<file path="src/rtl/branch_resolve.sv">
// Branch resolution stage: derives Z/N/C/V from ALU output, evaluates the branch
// condition and produces taken/target through a 2-stage valid/ready pipeline.
module branch_resolve #(
   parameter int WIDTH     = 32,
   parameter int PC_WIDTH  = 32,
   parameter int IMM_WIDTH = 16
) (
   input  logic                 clk,
   input  logic                 rst_n,
   input  logic                 in_valid,
   output logic                 in_ready,
   input  logic [WIDTH-1:0]     result,
   input  logic                 carryout,
   input  logic                 overflow,
   input  logic [2:0]           br_op,
   input  logic [PC_WIDTH-1:0]  pc,
   input  logic [IMM_WIDTH-1:0] imm,
   output logic                 out_valid,
   input  logic                 out_ready,
   output logic                 taken,
   output logic [PC_WIDTH-1:0]  target,
   output logic [3:0]           flags
);

   typedef enum logic [2:0] {
      BR_NONE = 3'd0,
      BR_BEQ  = 3'd1,
      BR_BNE  = 3'd2,
      BR_BLT  = 3'd3,
      BR_BGE  = 3'd4,
      BR_BLTU = 3'd5,
      BR_BGEU = 3'd6,
      BR_JMP  = 3'd7
   } br_op_e;

   logic                 s1_v_q, s1_v_d;
   logic [WIDTH-1:0]     s1_result_q, s1_result_d;
   logic                 s1_carry_q, s1_carry_d;
   logic                 s1_ovf_q, s1_ovf_d;
   br_op_e               s1_op_q, s1_op_d;
   logic [PC_WIDTH-1:0]  s1_pc_q, s1_pc_d;
   logic [IMM_WIDTH-1:0] s1_imm_q, s1_imm_d;

   logic                 s2_v_q, s2_v_d;
   logic                 taken_q, taken_d;
   logic [PC_WIDTH-1:0]  target_q, target_d;
   logic [3:0]           flags_q, flags_d;

   logic                 s1_adv, s2_adv;
   logic                 flag_z, flag_n, cond;
   logic [PC_WIDTH-1:0]  offset;

   // Each stage advances when empty or when the stage after it is advancing.
   assign s2_adv   = !s2_v_q || out_ready;
   assign s1_adv   = !s1_v_q || s2_adv;
   assign in_ready = s1_adv;

   always_comb begin
      s1_v_d      = s1_v_q;
      s1_result_d = s1_result_q;
      s1_carry_d  = s1_carry_q;
      s1_ovf_d    = s1_ovf_q;
      s1_op_d     = s1_op_q;
      s1_pc_d     = s1_pc_q;
      s1_imm_d    = s1_imm_q;
      if (s1_adv) begin
         s1_v_d = in_valid;
         if (in_valid) begin
            s1_result_d = result;
            s1_carry_d  = carryout;
            s1_ovf_d    = overflow;
            s1_op_d     = br_op_e'(br_op);
            s1_pc_d     = pc;
            s1_imm_d    = imm;
         end
      end
   end

   always_comb begin
      flag_z = ~|s1_result_q;
      flag_n = s1_result_q[WIDTH-1];
      case (s1_op_q)
         BR_BEQ:  cond = flag_z;
         BR_BNE:  cond = !flag_z;
         BR_BLT:  cond = flag_n ^ s1_ovf_q;
         BR_BGE:  cond = !(flag_n ^ s1_ovf_q);
         BR_BLTU: cond = !s1_carry_q;
         BR_BGEU: cond = s1_carry_q;
         BR_JMP:  cond = 1'b1;
         default: cond = 1'b0;
      endcase
      offset = PC_WIDTH'($signed(s1_imm_q)) << 2;

      s2_v_d   = s2_v_q;
      taken_d  = taken_q;
      target_d = target_q;
      flags_d  = flags_q;
      if (s2_adv) begin
         s2_v_d = s1_v_q;
         if (s1_v_q) begin
            taken_d  = cond;
            target_d = cond ? (s1_pc_q + offset) : (s1_pc_q + PC_WIDTH'(4));
            flags_d  = {flag_z, flag_n, s1_carry_q, s1_ovf_q};
         end
      end
   end

   always_ff @(posedge clk or negedge rst_n) begin
      if (!rst_n) begin
         s1_v_q      <= 1'b0;
         s1_result_q <= '0;
         s1_carry_q  <= 1'b0;
         s1_ovf_q    <= 1'b0;
         s1_op_q     <= BR_NONE;
         s1_pc_q     <= '0;
         s1_imm_q    <= '0;
         s2_v_q      <= 1'b0;
         taken_q     <= 1'b0;
         target_q    <= '0;
         flags_q     <= '0;
      end else begin
         s1_v_q      <= s1_v_d;
         s1_result_q <= s1_result_d;
         s1_carry_q  <= s1_carry_d;
         s1_ovf_q    <= s1_ovf_d;
         s1_op_q     <= s1_op_d;
         s1_pc_q     <= s1_pc_d;
         s1_imm_q    <= s1_imm_d;
         s2_v_q      <= s2_v_d;
         taken_q     <= taken_d;
         target_q    <= target_d;
         flags_q     <= flags_d;
      end
   end

   assign out_valid = s2_v_q;
   assign taken     = taken_q;
   assign target    = target_q;
   assign flags     = flags_q;

endmodule

</file>
<file path="config.mk">
export PLATFORM = sky130hd
export DESIGN_NAME = branch_resolve
export DESIGN_NICKNAME = d
export VERILOG_FILES = /design/src/rtl/branch_resolve.sv
export SDC_FILE = /design/constraint.sdc
export NUM_CORES = 1
export LEC_CHECK = 0
export CAP_MARGIN = 20
export CORE_MARGIN = 8
export CORE_UTILIZATION = 45
export CTS_CLUSTER_SIZE = 28
export DETAILED_ROUTE_END_ITERATION = 16
export HOLD_SLACK_MARGIN = 0.08
export PLACE_DENSITY = 0.7
export RECOVER_POWER = 25
export SLEW_MARGIN = 5
export SYNTH_ARGS = -nofsm -noshare
export SYNTH_HDL_FRONTEND = slang
export SYNTH_SLANG_ARGS = --single-unit
</file>
<file path="constraint.sdc">
create_clock -name clk -period 10.79 [get_ports clk]
set_input_delay 2.158 -clock clk [delete_from_list [all_inputs] [get_ports clk]]
set_output_delay 2.158 -clock clk [all_outputs]
set_load 0.01 [all_outputs]
</file>
==> results of run 1 <==
==> tightest hold or removal path, delay by kind of cell, from the launching register on <==
family,cells,cell delay (ps)
AO/OA/AOI/OAI,1,60
flip-flops,1,340
AND/OR/NAND/NOR,1,40
==> state kept, by name, summed over array words and instances (netlist names) <==
signal	cells
s1_ovf_q	1
out_valid	1
s1_imm_q	16
s1_op_q	3
s1_carry_q	1
flags	4
s1_result_q	32
s1_pc_q	32
target	32
s1_v_q	1
taken	1
==> routing by layer <==
metal	part of all wire [%]	vias up	routed length [µm]
li1	-	2214	-
met1	42	2195	5980
met2	51	105	7350
met3	5.1	18	729
met4	1.7	0	237
met5	0	-	0
==> area by class of cell <==
cell class | instances | area [µm²]
clock buffer | 18 | 439
clock inverter | 14 | 160
fill | 1126 | 5430
inverter | 9 | 33.8
multi-input combinational | 383 | 3080
sequential | 124 | 3100
tap | 180 | 225
timing repair buffer | 130 | 1300
==> worst max-delay path by stage <==
| stage | from | end | cells past startpoint |
|---|---|---|---|
| finish | out_ready | in_ready | 3 |
| global route | out_ready | target[24]$_DFFE_PN0P_ | 7 |
| CTS | out_ready | in_ready | 3 |
| detailed placement | out_ready | in_ready | 3 |
| global placement | out_ready | in_ready | 3 |
| floorplan | out_ready | in_ready | 1 |
==> placed cells by master (no fill, tap or decap), types with 3 or more instances in the layout <==
cell	instances
sky130_fd_sc_hd__xor2_1	13
sky130_fd_sc_hd__ha_1	29
sky130_fd_sc_hd__o21bai_1	4
sky130_fd_sc_hd__nand2_1	37
sky130_fd_sc_hd__nor3_1	5
sky130_fd_sc_hd__a21oi_1	20
sky130_fd_sc_hd__dfrtp_1	124
sky130_fd_sc_hd__o21ai_0	33
sky130_fd_sc_hd__clkinv_4	6
sky130_fd_sc_hd__nor2b_1	3
sky130_fd_sc_hd__and3_1	4
sky130_fd_sc_hd__inv_6	4
sky130_fd_sc_hd__nand3_1	8
sky130_fd_sc_hd__nor3b_1	4
sky130_fd_sc_hd__nand4_1	5
sky130_fd_sc_hd__and2_1	14
sky130_fd_sc_hd__nand2b_1	8
sky130_fd_sc_hd__clkbuf_16	17
sky130_fd_sc_hd__a31oi_1	3
sky130_fd_sc_hd__nor4_1	11
sky130_fd_sc_hd__a21o_1	15
sky130_fd_sc_hd__inv_1	9
sky130_fd_sc_hd__nor2_1	16
sky130_fd_sc_hd__xnor2_1	12
sky130_fd_sc_hd__clkdlybuf4s50_1	125
sky130_fd_sc_hd__mux2_2	94
==> logic make-up (layout without fill, tap and decap cells) <==
family	after synthesis	count (layout)
buf+inv	27	171
simple gates	130	130
fa+ha+maj	30	30
xor+xnor	26	26
flops	124	124
compound gates	102	102
mux	95	95
==> power groups by stage <==
| stage | sequential (mW) | combinational [mW] | clock (mW) |
|---|---|---|---|
| global route | 0.658 | 0.751 | 0.604 |
| floorplan | 0.661 | 0.398 | 0 |
| CTS | 0.645 | 0.685 | 0.581 |
| global placement | 0.646 | 0.667 | 0 |
| detailed placement | 0.652 | 0.681 | 0 |
| finish | 0.643 | 0.682 | 0.566 |
==> metrics by stage <==
step	cell area, µm²	total power, mW	hold slack, ps
finish	8340	1.89	479
global route	8340	2.01	506
CTS	8330	1.91	485
detailed placement	7730	1.33	473
global placement	7730	1.31	463
floorplan	6280	1.06	470
==> flow_summary.json, run 1 <==
{
  "result_of_the_run": "finished, violations left",
  "failed_checks": "max-capacitance violations, max-slew violations",
  "grt.total_usage_pct": 16.5,
  "postLayoutSetupSlackWorst_ps": 5150,
  "die_x_um": 134,
  "grtUsageMet3_pct": 5.20,
  "finish.net_count": 784,
  "final-instance-count-excl-fill": 858,
  "worstPathCellList": "dlygate4sd3_1, nand3b_1, clkdlybuf4s50_1",
  "min_from": "target[20]$_DFFE_PN0P_",
  "compound_gate_fraction_of_synth_area_pct": 10.8,
  "worst_skew_pair.late_latency_ps": 410,
  "path_clk_slew_ps": 50,
  "netlist_instances": 534,
  "detailedPlacementHpwl_um": 10400,
  "leakage_nw": 3.59,
  "areaGrowthSynthToFinish_pct": 32.9,
  "numCtsBuffers": 17,
  "dominant_combinational_cell_family_by_area_after_synthesis": "multiplexers",
  "die_height_um": 134,
  "max-clock-path-buffers": 2,
  "worst_hold_path.endpoint": "target[20]$_DFFE_PN0P_",
  "crit-reg2reg-capture": "target[24]$_DFFE_PN0P_",
  "fmax_ghz": 0.177,
  "drt-vias-per-instance": 5.28,
  "count_of_flip_flops_with_a_built_in_enable_after_synthesis": 0,
  "critPathRequiredTime_ps": 8630,
  "yosys_synthesis_warning_count": 0,
  "timing_max_transition_violations_final": 123,
  "max_slew_margin_pct": -92.3,
  "report.final.hold_viol_count": 0,
  "muxShareOfSynthArea_pct": 17.0,
  "power_switching_share_pct": 32.1,
  "post_synth.cell_area_avg_um2": 11.8,
  "post_route_cells_drive_above_1_share_pct": 21.1,
  "setup.reg_to_reg.worst_slack_ps": 5750,
  "grt_max_degree": 86,
  "initialDrtViolationCount": 246,
  "drt-pass1-iter-count": 4,
  "cts_setup_buffers": 0,
  "area_of_the_core_um2": 13800,
  "clock_tree.htree_level_count": 4,
  "synthTopCellsByArea": "sky130_fd_sc_hd__dfrtp_1 49%, sky130_fd_sc_hd__mux2_2 17%, sky130_fd_sc_hd__ha_1 5.8%",
  "worst_hold_path_type": "reg -> reg",
  "globalRouteMet1Util_pct": 18.8,
  "num_antenna_cells": 0,
  "cellInternalPower_mw": 1.28,
  "postRouteWirelength_um": 14300,
  "cts_tree": "built",
  "critical_path.endpoint_type": "primary output",
  "io_pins": 128,
  "grt_busiest_layer": "met2",
  "setup_tns_ps": 0,
  "clock_skew_ps": 6.88,
  "place_inst": 825,
  "synth.cells.most_frequent": "124 x sky130_fd_sc_hd__dfrtp_1, 94 x sky130_fd_sc_hd__mux2_2, 39 x sky130_fd_sc_hd__nand2_1",
  "port_buffers": 127,
  "gp_routability_congestion": 0.833,
  "synth_seq_cells": 124,
  "cts_root_buffer": "sky130_fd_sc_hd__clkbuf_16",
  "fp.dieArea_um2": 18000,
  "reg2reg_from": "s1_result_q[29]$_DFFE_PN0P_",
  "finalWorstPathRequiredPeriod_ps": 5640,
  "power.sequential.fraction_pct": 34.0,
  "max_cap_viol_count": 2,
  "worst_setup_path_start_kind": "input port",
  "synth_simple_gate_area_share_pct": 11.3,
  "dominant_cell_by_count_in_the_synthesized_netlist": "sky130_fd_sc_hd__dfrtp_1",
  "power-per-cell-area_nw_per_um2": 227,
  "top_cell_family_by_delay_on_the_critical_path": "buffers and inverters",
  "switching_power_uw": 606,
  "synthDominantAreaCellType": "sky130_fd_sc_hd__dfrtp_1",
  "detail_route.wl_per_cell_um": 16.7,
  "yosysSeqAreaShare_pct": 49.4,
  "cp_num_buf_inv": 2,
  "fin_crit_sh_pct": 52.3,
  "vdd_drop_max_uv": 143,
  "global_route_wire_length_before_repair_um": 23800,
  "finish.utilization_pct": 60.6,
  "critical_path.max_fanout": 3,
  "cp_max_stage_cell": "sky130_fd_sc_hd__dlygate4sd3_1",
  "grt_setup_unrepaired": "no",
  "initial_core_util_pct": 45.6,
  "cts-hold-fix-buffers": 0,
  "detail-route-antenna-nets": 0,
  "holdPathStages": 2,
  "synth_cell_type_count": 59,
  "worstPathArrival_ps": 3480,
  "post_synth_fa_ha_maj_area_fraction_pct": 6.10,
  "async_reset_ff_share_pct": 100,
  "met2_usage_in_global_routing_pct": 28.5,
  "syn_nets": 653,
  "drcViolationCount": 0,
  "clock_sinks": 124,
  "grt.overflow.total": 0,
  "share_comb_of_total_power_pct": 36.1,
  "reg2reg_depth": 16,
  "synth_xor_xnor_area_share_pct": 3.75,
  "post_cts.resized_instances": 0,
  "clockPowerShare_pct": 29.9,
  "critical_path.max_stage_delay_ps": 540,
  "dpl_worst_slack_ps": 5230,
  "mappedNetlistArea_um2": 6280,
  "initial_antenna_violation_count": 0,
  "rows": 43,
  "timing.setup.critical_path_class": "in -> out",
  "synthDominantCellAreaShare_pct": 49.4,
  "finalSetupViolations": 0,
  "max_slew.worst_pin.slew_ps": 2880,
  "grt_pass1_vias": 4967,
  "dominantRegCellSynth": "sky130_fd_sc_hd__dfrtp_1",
  "vias": 4532
}
Power figures use the tool's default switching activity.
==> run 2, diff against run 1 <==
--- a/config.mk
+++ b/config.mk
@@ -11,7 +11,7 @@
 export CTS_CLUSTER_SIZE = 28
 export DETAILED_ROUTE_END_ITERATION = 16
 export HOLD_SLACK_MARGIN = 0.08
-export PLACE_DENSITY = 0.7
+export PLACE_DENSITY = 0.73
 export RECOVER_POWER = 25
 export SLEW_MARGIN = 5
 export SYNTH_ARGS = -nofsm -noshare
==> constraint.sdc (replaced) <==
create_clock -name clk -period 5.16 [get_ports clk]
set_input_delay 1.032 -clock clk [delete_from_list [all_inputs] [get_ports clk]]
set_output_delay 1.032 -clock clk [all_outputs]
set_load 0.01 [all_outputs]
==> flow_summary.json, run 2 (synthesis results as in run 1) <==
{
  "port_buffers": 127,
  "post_cts.resized_instances": 0,
  "die_x_um": 134,
  "fp.dieArea_um2": 18000,
  "final_common_cell": "sky130_fd_sc_hd__clkdlybuf4s50_1",
  "drt-vias-per-instance": 5.30,
  "worst_hold_path_type": "reg -> reg",
  "vdd_drop_max_uv": 220,
  "setup.reg_to_reg.worst_slack_ps": 560,
  "finish.net_count": 785,
  "cts-hold-fix-buffers": 0,
  "area_of_the_core_um2": 13800,
  "finalSetupViolations": 0,
  "global_route_wire_length_before_repair_um": 24600,
  "detailedPlacementHpwl_um": 10800,
  "max-clock-path-buffers": 2,
  "worst_setup_path_start_kind": "flip-flop",
  "reg2reg_from": "s1_result_q[31]$_DFFE_PN0P_",
  "gp_routability_congestion": 0.822,
  "crit-reg2reg-capture": "target[24]$_DFFE_PN0P_",
  "detail_route.wl_per_cell_um": 17.3,
  "grt.total_usage_pct": 17.0,
  "initial_antenna_violation_count": 0,
  "reg2reg_depth": 16,
  "path_clk_slew_ps": 60,
  "detail-route-antenna-nets": 0,
  "initialDrtViolationCount": 313,
  "postLayoutCellArea_um2": 8330,
  "cts_root_buffer": "sky130_fd_sc_hd__clkbuf_16",
  "power-per-cell-area_nw_per_um2": 472,
  "rows": 43,
  "grt_max_degree": 86,
  "min_from": "target[23]$_DFFE_PN0P_",
  "drcViolationCount": 0,
  "report.final.hold_viol_count": 0,
  "totalPowerFinal_mw": 3.93,
  "clock_skew_ps": 8.67,
  "max_slew.worst_pin.slew_ps": 1910,
  "areaGrowthSynthToFinish_pct": 32.7,
  "initial_core_util_pct": 45.6,
  "critical_path.endpoint_type": "flip-flop",
  "clock_tree.htree_level_count": 4,
  "die_height_um": 134,
  "num_antenna_cells": 0,
  "timing.setup.critical_path_class": "reg -> reg",
  "failed_checks": "max-capacitance violations, max-slew violations",
  "vias": 4551,
  "cts_setup_buffers": 0,
  "cts_tree": "built",
  "holdPathStages": 2,
  "fmax_ghz": 0.217,
  "finalWorstPathRequiredPeriod_ps": 4600,
  "worst_skew_pair.late_latency_ps": 420,
  "grt_setup_unrepaired": "no",
  "post_route_cells_drive_above_1_share_pct": 21.5,
  "worst_hold_path.endpoint": "target[23]$_DFFE_PN0P_",
  "setup_tns_ps": 0,
  "clock_sinks": 124,
  "leakage_nw": 3.58,
  "max_cap_viol_count": 1,
  "layout.cells.most_common_list": "125 x sky130_fd_sc_hd__clkdlybuf4s50_1, 124 x sky130_fd_sc_hd__dfrtp_1, 94 x sky130_fd_sc_hd__mux2_2",
  "result_of_the_run": "finished, violations left",
  "timing_max_transition_violations_final": 77,
  "grt_pass1_vias": 5038,
  "critical_path.max_fanout": 16,
  "drt-pass1-iter-count": 4,
  "io_pins": 128,
  "holdWs_ps": 478,
  "placed_cell_area_um2": 7740,
  "postRouteWirelength_um": 14900,
  "numCtsBuffers": 17,
  "grt.overflow.total": 0,
  "fin_crit_sh_pct": 89.2,
  "max_slew_margin_pct": -27.2,
  "worstPathArrival_ps": 4880,
  "critPathRequiredTime_ps": 5440
}
## run 2: routing by layer
layer / vias to the layer above / GRT usage, % / share of wire [%]
met5: - / 0 / 0
met2: 104 / 29.2 / 52
met3: 23 / 4.82 / 4.6
met1: 2215 / 19.4 / 41
li1: 2209 / - / -
met4: 0 / 7.49 / 2.2
## run 2: layout make-up
class / instances / area [µm²]
inverters: 9 / 33.8
multi-input cells: 383 / 3080
clock buffers: 18 / 439
fillers: 1144 / 5440
repair buffers: 131 / 1310
clock inverters: 14 / 138
well taps: 180 / 225
flip-flops and latches: 124 / 3100
## run 2: worst max-delay path by stage
stage                                      startpoint  depth (start not counted)                      to
final                     s1_result_q[31]$_DFFE_PN0P_                         16  target[24]$_DFFE_PN0P_
after global routing      s1_result_q[31]$_DFFE_PN0P_                         16  target[24]$_DFFE_PN0P_
after CTS                 s1_result_q[31]$_DFFE_PN0P_                         16  target[24]$_DFFE_PN0P_
after detailed placement  s1_result_q[31]$_DFFE_PN0P_                         16  target[24]$_DFFE_PN0P_
after global placement    s1_result_q[31]$_DFFE_PN0P_                         16  target[30]$_DFFE_PN0P_
after floorplan           s1_result_q[25]$_DFFE_PN0P_                         16  target[24]$_DFFE_PN0P_
## run 2: report_power, final
part,leakage [nW],internal [mW],switching (mW)
Sequential,1.46,1.20,0.145
Combinational,1.85,0.753,0.687
Clock,0.271,0.683,0.461
## run 2: stage by stage
step	instances	util, %	worst slack, ps
floorplan	534	-	1350
global placement	826	56.2	737
detailed placement	826	56.2	674
CTS	858	60.4	616
global route	859	60.5	241
finish	859	60.5	559
## run 2: critical path, stage by stage, from the launching register on
cell                        delay, ps
sky130_fd_sc_hd__dfrtp_1          410
sky130_fd_sc_hd__nor4_1           390
sky130_fd_sc_hd__nand4_1          180
sky130_fd_sc_hd__or2_0            270
sky130_fd_sc_hd__o311a_1          320
sky130_fd_sc_hd__buf_4            200
sky130_fd_sc_hd__and2_1           200
sky130_fd_sc_hd__fa_1             430
sky130_fd_sc_hd__a21o_1           200
sky130_fd_sc_hd__a21oi_1          210
sky130_fd_sc_hd__o21bai_1         140
sky130_fd_sc_hd__a2111oi_2        630
sky130_fd_sc_hd__o41ai_2          230
sky130_fd_sc_hd__a31oi_1          280
sky130_fd_sc_hd__o21bai_1         110
sky130_fd_sc_hd__mux2i_1          150
sky130_fd_sc_hd__o311ai_1         110
==> run 3, diff against run 2 <==
--- a/config.mk
+++ b/config.mk
@@ -10,9 +10,10 @@
 export CORE_UTILIZATION = 45
 export CTS_CLUSTER_SIZE = 28
 export DETAILED_ROUTE_END_ITERATION = 16
-export HOLD_SLACK_MARGIN = 0.08
+export HOLD_SLACK_MARGIN = 0.05
 export PLACE_DENSITY = 0.73
 export RECOVER_POWER = 25
+export SKIP_LAST_GASP = 1
 export SLEW_MARGIN = 5
 export SYNTH_ARGS = -nofsm -noshare
 export SYNTH_HDL_FRONTEND = slang
==> results of run 3 <==
The final DEF is identical to that of run 2; final timing and power are the same.
